File: src/rtl/rr_arb2_1_pkg.sv
// Shared constants and types for the two-input round-robin arbiter rr_arb2_1.
package rr_arb2_1_pkg;

   localparam logic SEL_IN1 = 1'b1;
   localparam logic SEL_IN2 = 1'b0;

   localparam int unsigned DATA_W_DEF = 8;
   localparam int unsigned CNT_W_DEF  = 16;

   typedef enum logic {
      ST_EMPTY = 1'b0,
      ST_FULL  = 1'b1
   } state_e;

endpackage

File: src/rtl/rr_arb2_1_grant.sv
// arb2_grant: combinational round-robin grant and ready generation.
// The ready outputs depend only on valids, last_grant and load_en, never on data.
module arb2_grant
   import rr_arb2_1_pkg::*;
(
   input  logic in1_valid,
   input  logic in2_valid,
   input  logic last_grant,
   input  logic load_en,
   output logic grant_vld,
   output logic grant_src,
   output logic in1_ready,
   output logic in2_ready
);

   always_comb begin
      grant_vld = in1_valid | in2_valid;
      grant_src = SEL_IN2;
      if (in1_valid && in2_valid) grant_src = ~last_grant;
      else if (in1_valid)         grant_src = SEL_IN1;
      in1_ready = load_en & grant_vld & (grant_src == SEL_IN1);
      in2_ready = load_en & grant_vld & (grant_src == SEL_IN2);
   end

endmodule

File: src/rtl/rr_arb2_1.sv
// rr_arb2_1: two-input round-robin arbiter with a one-entry registered output.
// Optional per-input saturating grant counters when RR_ARB2_1_CNT_EN is defined.
module rr_arb2_1
   import rr_arb2_1_pkg::*;
#(
   parameter int unsigned DATA_W = DATA_W_DEF,
   parameter int unsigned CNT_W  = CNT_W_DEF
) (
   input  logic              sys_clk,
   input  logic              sys_rst,
   input  logic              in1_valid,
   input  logic [DATA_W-1:0] in1_data,
   output logic              in1_ready,
   input  logic              in2_valid,
   input  logic [DATA_W-1:0] in2_data,
   output logic              in2_ready,
   output logic              out_valid,
   output logic [DATA_W-1:0] out_data,
   input  logic              out_ready,
`ifdef RR_ARB2_1_CNT_EN
   output logic [CNT_W-1:0]  gnt1_cnt,
   output logic [CNT_W-1:0]  gnt2_cnt,
`endif
   output logic              sel
);

   state_e            state_q, state_d;
   logic [DATA_W-1:0] data_q;
   logic              sel_q;
   logic              last_q;
   logic              load_en;
   logic              grant_vld;
   logic              grant_src;
   logic              xfer;

   assign load_en = ~out_valid | out_ready;
   assign xfer    = grant_vld & load_en;

   arb2_grant u_grant (
      .in1_valid (in1_valid),
      .in2_valid (in2_valid),
      .last_grant(last_q),
      .load_en   (load_en),
      .grant_vld (grant_vld),
      .grant_src (grant_src),
      .in1_ready (in1_ready),
      .in2_ready (in2_ready)
   );

   always_ff @(posedge sys_clk or posedge sys_rst) begin
      if (sys_rst) state_q <= ST_EMPTY;
      else         state_q <= state_d;
   end

   always_comb begin
      state_d = state_q;
      case (state_q)
         ST_EMPTY: if (grant_vld) state_d = ST_FULL;
         ST_FULL:  if (out_ready && !grant_vld) state_d = ST_EMPTY;
         default:  state_d = ST_EMPTY;
      endcase
   end

   always_comb begin
      out_valid = (state_q == ST_FULL);
   end

   // Priority only rotates on an accepted word, so a stalled output keeps it.
   always_ff @(posedge sys_clk or posedge sys_rst) begin
      if (sys_rst) begin
         data_q <= '0;
         sel_q  <= SEL_IN2;
         last_q <= SEL_IN2;
      end else if (xfer) begin
         data_q <= (grant_src == SEL_IN1) ? in1_data : in2_data;
         sel_q  <= grant_src;
         last_q <= grant_src;
      end
   end

   assign out_data = data_q;
   assign sel      = sel_q;

`ifdef RR_ARB2_1_CNT_EN
   logic [CNT_W-1:0] cnt1_q, cnt2_q;

   always_ff @(posedge sys_clk or posedge sys_rst) begin
      if (sys_rst) begin
         cnt1_q <= '0;
         cnt2_q <= '0;
      end else if (xfer) begin
         if (grant_src == SEL_IN1 && cnt1_q != '1) cnt1_q <= cnt1_q + 1'b1;
         if (grant_src == SEL_IN2 && cnt2_q != '1) cnt2_q <= cnt2_q + 1'b1;
      end
   end

   assign gnt1_cnt = cnt1_q;
   assign gnt2_cnt = cnt2_q;
`else
   wire [CNT_W-1:0] unused_cnt_w = '0;
`endif

endmodule

File: config.mk
export PLATFORM = sky130hd
export DESIGN_NAME = rr_arb2_1
export DESIGN_NICKNAME = d
export VERILOG_FILES = /design/src/rtl/rr_arb2_1_pkg.sv /design/src/rtl/rr_arb2_1_grant.sv /design/src/rtl/rr_arb2_1.sv
export SDC_FILE = /design/constraint.sdc
export NUM_CORES = 1
export LEC_CHECK = 0
export BUFFER_PORTS_ARGS = -buffer_cell sky130_fd_sc_hd__buf_2
export CAP_MARGIN = 20
export CORE_AREA = 2 2 39 41
export DETAILED_ROUTE_END_ITERATION = 16
export DIE_AREA = 0 0 41 43
export GPL_ROUTABILITY_DRIVEN = 1
export PLACE_DENSITY_LB_ADDON = 0.05
export SYNTH_ARGS = -nofsm -noshare
export SYNTH_HDL_FRONTEND = slang
export SYNTH_SLANG_ARGS = --single-unit
File: constraint.sdc
create_clock -name sys_clk -period 1.6 [get_ports sys_clk]
set_input_delay 0.32 -clock sys_clk [delete_from_list [all_inputs] [get_ports sys_clk]]
set_output_delay 0.32 -clock sys_clk [all_outputs]
set_load 0.02 [all_outputs]
# Word level (Yosys, flattened, before mapping)
# Cells that the tools add are included.
# Widths: inputs -> output; s select.
dict set report totals {
  input_bits 21
  regBits 10
  output_inout_bits 12
  elab_cells 20
}
dict set report classes {
  n_bitwise 8
  n_reduce_logical 3
  mux 6
}
# cell n
set ops {}
lappend ops {{$mux 8} 1}
lappend ops {{$mux 1} 4}
lappend ops {{$and 1x1->1} 3}
lappend ops {{$not 1->1} 3}
lappend ops {{$logic_and 1x1->1} 2}
lappend ops {{$or 1x1->1} 2}
lappend ops {{$pmux 1 s2} 1}
lappend ops {{$logic_not 1->1} 1}

# Depth between registers and ports, before layout
# Gate-level depths: netlist of run 1.
dict set report depth {
  depth_word 5
  depth_mapped 3
  depth_no_buf 3
}

# By module
# A second synthesis of run 1 with hierarchy kept.
dict set report hier_totals {
  cells_unflattened 50
  area_unflattened_um2 570.5
}
# mod cells_each area_each_um2 n_inst
set by_module_without_submodules {}
lappend by_module_without_submodules {rr_arb2_1 44 534.3 1}
lappend by_module_without_submodules {arb2_grant 6 36.3 1}

# Worst setup path after synthesis of run 1
# No wires, ideal clock.
dict set report synth_path {
  path_kind {register to register}
  start {register sel (netlist name)}
  end {register data_q[2] (netlist: out_data[2])}
  path_slack_ps 140
  stages_incl_launch_ff 4
  required_time_ps 1475
  setup_time_ps 125
  synth_period_minus_slack_ps 1460
  arrival_time_ps 1335
  cell_sequence {dfrtp_1 > a21boi_4 > mux2_4 > mux2_2}
}
# item line
set synth_lines {}
lappend synth_lines {{to (signal assigned)} rr_arb2_1.sv:75} ;# data_q <= (grant_src == SEL_IN1) ? in1_data : in2_data;
lappend synth_lines {{to (decl)} rr_arb2_1.sv:28} ;# logic [DATA_W-1:0] data_q;

==> impl_metrics.ini, run 1 <==
[logic_synthesis]
ys.flop_type = dfrtp_1
ys_async_sr_fraction_pct = 100.0
synth_edf_count = 0
yosys_register_bits = 10
syn-num-nets = 57
synth_top_area_share_pct = 50.13
synth.area.top_cells = dfrtp_1, a221o_1, mux2_4
synth_most_common_cell = dfrtp_1
synth_top_area_cell = dfrtp_1
syn-cell-area_um2 = 499.2
yosys_warnings = 0
avgSynthCellArea_um2 = 13.87
synth_commonest_cells = dfrtp_1, a221o_1, and3_2
synth_seq_area_share_pct = 50.13
ys_types = 15
postSynthCellCount = 36

[die]
ioPinCount = 33
die-area_um2 = 1763
dieWidth_um = 41
initial_utilization_pct = 36.08
fp.dieH_um = 43
rows = 14
core_um2 = 1384

[setup_path]
path_buf_inv = 1
cp_max_fo = 4
criticalPathCategory = reg -> out
path_delay_family = flip-flops
crit_arrival_ns = 1.22
worstPathCellList = a21boi_4 > and2_4 > buf_2
slowest_stage = dfrtp_1
cp_slowest_stage_delay_ns = 0.42
ff2ff_setup_slack_ns = 0.13
critPathCaptureType = primary output
crit_path_start_kind = flop
cp.required_ns = 1.28

[finish]
final_layout_size_suffix_gt1_share_pct = 72.97
stdcell_count = 90
syn2layout_area_growth_pct = 45.86
diodes = 0
nets = 97

[placement]
dpl.cell_count = 84
post-dp-hpwl_um = 838
gp_congestion = 0.6443
port_buffers = 32

[clock_network]
clock_sinks = 10
tritoncts = yes
cts_max_path_buffers = 2
insertion_delay_ns = 0.26
numCtsBuffers = 3
clkTransAtPathRegs_ns = 0.07
clockRootBuffer = clkbuf_4
ctsHtreeMaxLevel = 1
cts_hold_buf = 0

[sta]
rsz0062_at_grt = false
finalClockSkew_ns = 0.002457
hold_viol_final = 0
tns_ns = 0
relSlewSlack_pct = 73.06
worst_pin_slew_ns = 0.4040
setup_viol = 0
period_share_pct = 96.55
max_freq_ghz = 0.6473
slew_viol_final = 0
min_period_ns = 1.545

[route]
drt_iter0_drc = 5
wl_per_cell_um = 12.13
antenna_left = 0
first_pass_iters = 2
via_count = 434
drt-total-wl_mm = 1.092
drc = 0
post_drt_via_cell_ratio = 4.822

[global_route]
antenna_found_initial = 0
grt_usage_pct = 14.76
grt_pass1_wl_mm = 1.780
grt_max_degree = 11
overflow = 0
grt_pass1_vias = 428

[job]
max-cap-violations = 0

[power_and_ir_drop]
power_density_nw_per_um2 = 988.4
vdd_drop_max_v = 0.0003967
p_leak_uw = 0.0003935

[status]
outcome = complete, no violations

[worst_hold_path]
hold_class = in -> async
[logic make-up (layout without fill, tap and decap cells)]
| kind of cell | after synthesis | in the layout | synth area share, % |
|---|---|---|---|
| mux | 6 | 6 | 15.79 |
| buf+inv | 1 | 39 | 0.7512 |
| compound gates | 8 | 8 | 17.04 |
| simple gates | 11 | 11 | 16.29 |
| flops | 10 | 10 | 50.13 |
[path summary, 6_finish.rpt]
kind                              from     endpoint  cells past startpoint
setup / recovery                   sel    in1_ready                      3
hold / removal                 sys_rst  out_data[0]                      2
setup reg to reg                   sel  out_data[3]                      4
hold reg to reg            out_data[3]  out_data[3]                      1
max in group asynchronous      sys_rst  out_data[4]                      2
min in group sys_clk       in2_data[5]  out_data[5]                      2
[metal layers]
| layer | vias to the layer above | routed length (um) | track usage (%) |
|---|---|---|---|
| li1 | 215 | - | - |
| met1 | 204 | 413 | 17.43 |
| met2 | 15 | 608 | 24.38 |
| met3 | 0 | 70 | 3.141 |
| met4 | 0 | 0 | 6.000 |
| met5 | - | 0 | 0 |
[flip-flops by register name, indices dropped and copies added, names as in the netlist]
register,count
out_valid,1
out_data,8
sel,1
[cell type report]
| type | count | area, um2 |
|---|---|---|
| Fill cell | 140 | 655.6 |
| Sequential cell | 10 | 250.2 |
| Multi-Input combinational cell | 25 | 249.0 |
| Timing Repair Buffer | 35 | 182.7 |
| Clock buffer | 3 | 22.52 |
| Tap cell | 16 | 20.02 |
| Inverter | 1 | 3.754 |
[per-stage QoR]
step | setup WS (ns) | hold WS (ns) | area (um2) | util (%) | power [uW]
after global routing | 0.005008 | 0.04140 | 728.2 | 52.62 | 769.3
after floorplan | 0.1398 | 0.1602 | 499.2 | - | 462.7
after global placement | 0.1207 | 0.3151 | 679.4 | 49.10 | 545.6
after CTS | 0.02342 | 0.03573 | 724.4 | 52.35 | 730.0
after detailed placement | 0.09286 | 0.3176 | 679.4 | 49.10 | 548.3
final | 0.05514 | 0.02757 | 728.2 | 52.62 | 719.7
[power by group]
| part | internal [uW] | total, uW | switching [uW] |
|---|---|---|---|
| registers | 293 | 315 | 22.1 |
| clock network | 86.7 | 169 | 82.1 |
| logic | 113 | 236 | 123 |
[placed cells by master, fill, tap and decap left out]
| cell type | instances |
|---|---|
| o21ai_2 | 1 |
| clkbuf_4 | 3 |
| buf_4 | 3 |
| nor2_1 | 1 |
| mux2_2 | 3 |
| and3_2 | 5 |
| nand2b_2 | 1 |
| nor3_4 | 1 |
| a21boi_4 | 1 |
| a21o_1 | 1 |
| a221o_1 | 5 |
| nand2_1 | 1 |
| dfrtp_1 | 10 |
| inv_1 | 1 |
| mux2_4 | 3 |
| and2_4 | 1 |
| nor2b_1 | 1 |
| buf_2 | 32 |
[repair_timing]
action,in CTS,in global routing
endpoints found under the setup margin,2,1
pin swaps,2,1
setup buffers,3,0
resized for setup,0,2
Power figures use the tool's default switching activity.
==> run 2, diff against run 1 <==
--- a/config.mk
+++ b/config.mk
@@ -7,11 +7,11 @@
 export LEC_CHECK = 0
 export BUFFER_PORTS_ARGS = -buffer_cell sky130_fd_sc_hd__buf_2
 export CAP_MARGIN = 20
-export CORE_AREA = 2 2 39 41
+export CORE_UTILIZATION = 41
 export DETAILED_ROUTE_END_ITERATION = 16
-export DIE_AREA = 0 0 41 43
 export GPL_ROUTABILITY_DRIVEN = 1
 export PLACE_DENSITY_LB_ADDON = 0.05
 export SYNTH_ARGS = -nofsm -noshare
 export SYNTH_HDL_FRONTEND = slang
+export SYNTH_HIERARCHICAL = 1
 export SYNTH_SLANG_ARGS = --single-unit
==> constraint.sdc (replaced) <==
create_clock -name sys_clk -period 1.55 [get_ports sys_clk]
set_input_delay 0.31 -clock sys_clk [delete_from_list [all_inputs] [get_ports sys_clk]]
set_output_delay 0.31 -clock sys_clk [all_outputs]
set_load 0.02 [all_outputs]
==> impl_metrics.ini, run 2 <==
[global_route]
grt_pass1_wl_mm = 1.773
grtUsageMet2_pct = 29.17
grt_max_degree = 11
antenna_found_initial = 0
grt_pass1_vias = 422
use_met3_pct = 3.409
grt_busiest_layer = met2
grt_use_met1_pct = 21.45
grt_usage_pct = 17.41
overflow = 0

[power_and_ir_drop]
power_density_nw_per_um2 = 1059
p_leak_uw = 0.0003886
vdd_drop_max_v = 0.0005011

[route]
first_pass_iters = 4
via_count = 500
antenna_left = 0
drt_iter0_drc = 7
drc = 0
post_drt_via_cell_ratio = 4.950
drt-total-wl_mm = 1.161
wl_per_cell_um = 11.50

[die]
core_um2 = 1301
rows = 13
fp.dieH_um = 39.31
initial_utilization_pct = 43.85
ioPinCount = 33
dieWidth_um = 39.31
die-area_um2 = 1545

[setup_path]
crit_arrival_ns = 1.16
criticalPathCategory = reg -> out
timing.rr.start = sel
reg2reg_to = out_data[6]
cp.required_ns = 1.24
critPathCaptureType = primary output
crit_path_start_kind = flop
cp_max_fo = 6
ff2ff_setup_slack_ns = 0.33
r2r_cells = 4

[logic_synthesis]
synth_top_area_cell = dfrtp_1
synth_seq_area_share_pct = 43.86
syn-cell-area_um2 = 570.5
postSynthCellCount = 50
synth_top_area_share_pct = 43.86
synth_most_common_cell = dfrtp_1
ys_types = 17
yosys_register_bits = 10
synth.area.top_cells = dfrtp_1, mux2i_1, a31oi_1
syn-num-nets = 71
yosys_warnings = 6
synth_edf_count = 0
synth_commonest_cells = dfrtp_1, a21oi_1, a31oi_1, mux2i_1
avgSynthCellArea_um2 = 11.41
ys.flop_type = dfrtp_1
ys_async_sr_fraction_pct = 100.0

[sta]
tns_ns = 0
slew_viol_final = 0
relSlewSlack_pct = 75.13
setup_ws_ns = 0.08172
finalClockSkew_ns = 0.0004140
setup_viol = 0
rsz0062_at_grt = false
fin_hold_ws_ns = -0.002176
hold_viol_final = 10
min_period_ns = 1.468
worst_pin_slew_ns = 0.3726
period_share_pct = 94.73
max_freq_ghz = 0.6811

[clock_network]
cts_hold_buf = 0
post_cts_resize_count = 0
cts_max_path_buffers = 2
numCtsBuffers = 3
clock_sinks = 10
tritoncts = yes
clockRootBuffer = clkbuf_4
ctsHtreeMaxLevel = 1
clkTransAtPathRegs_ns = 0.07
insertion_delay_ns = 0.27

[finish]
layout_commonest_cell = buf_2
final_layout_size_suffix_gt1_share_pct = 53.49
multi_input_area_um2 = 261.5
fillCellCount = 125
fin_area_um2 = 764.5
syn2layout_area_growth_pct = 33.99
diodes = 0
nets = 108
register_area_um2 = 250.2
largest_reg_flops = 8
final_cell_mix = buf_2, dfrtp_1, mux2i_1, a31oi_1, a21oi_1

[placement]
pre_cts_slack_ns = 0.2435
gp_congestion = 0.6632
placed_area_um2 = 704.4
port_buffers = 32
post-dp-hpwl_um = 785.6

[worst_hold_path]
hold_class = in -> async

[status]
outcome = finished, violations left
violations = negative hold slack

[job]
max-cap-violations = 0
[run 2: changes by cell type after synthesis, sizes merged, moves of 5 or more]
cell / previous run / this run
mux2: 6 / 1
a21oi: 0 / 9
a221o: 5 / 0
a31oi: 0 / 8
buf: 0 / 5
mux2i: 0 / 8
and3: 5 / 0
[run 2: critical path, stage by stage, from the launching register on]
cell	delay [ns]
dfrtp_1	0.44
nand2b_4	0.12
nand2_1	0.06
a21oi_1	0.10
buf_2	0.17
[run 2: report_power, final]
group / internal (uW) / total, uW / switching (uW)
Sequential: 299 / 324 / 24.7
Combinational: 106 / 242 / 136
Clock: 143 / 243 / 101
[run 2: through the flow]
stage	utilization [%]	total power [uW]	cells
6_report	58.75	809.8	101
2_1_floorplan	-	496.0	50
3_5_place_dp	54.13	565.6	94
5_1_grt	58.75	848.7	101
3_3_place_gp	54.13	564.0	94
4_1_cts	57.60	808.7	99
[run 2: metal layers]
layer / part of all wire, % / vias up
met5: 0 / -
met4: 1.8 / 0
met3: 5.8 / 3
met2: 45 / 21
met1: 48 / 219
li1: - / 257
[run 2: cell families (layout without fill, tap and decap cells)]
logic type | Yosys count | count (layout) | share of synthesized area [%]
flops | 10 | 10 | 43.86
mux | 9 | 9 | 16.67
simple gates | 6 | 7 | 8.334
buf+inv | 7 | 42 | 11.84
compound gates | 18 | 18 | 19.30
[run 2: final cells by class]
type	instances	share of cell area, %
Timing Repair Buffer	36	24.88
Sequential cell	10	32.73
Tap cell	15	2.455
Clock buffer	4	4.746
Inverter	2	0.9820
Multi-Input combinational cell	34	34.21
[run 2: repair_timing]
item | in CTS | in global routing
gates cloned | 1 | 0
setup buffers | 0 | 2
endpoints found under the setup margin | 1 | 1
[run 2: how the worst max path moves through the flow]
stage / from / endpoint / slack [ns] / depth (start not counted)
finish: out_valid / in2_ready / 0.08 / 4
global route: out_valid / in2_ready / 0.002 / 4
CTS: out_valid / in2_ready / 0.02 / 4
detailed placement: in1_valid / out_data[1] / 0.24 / 5
global placement: in1_valid / out_data[1] / 0.25 / 5
floorplan: out_valid / in2_ready / 0.04 / 5
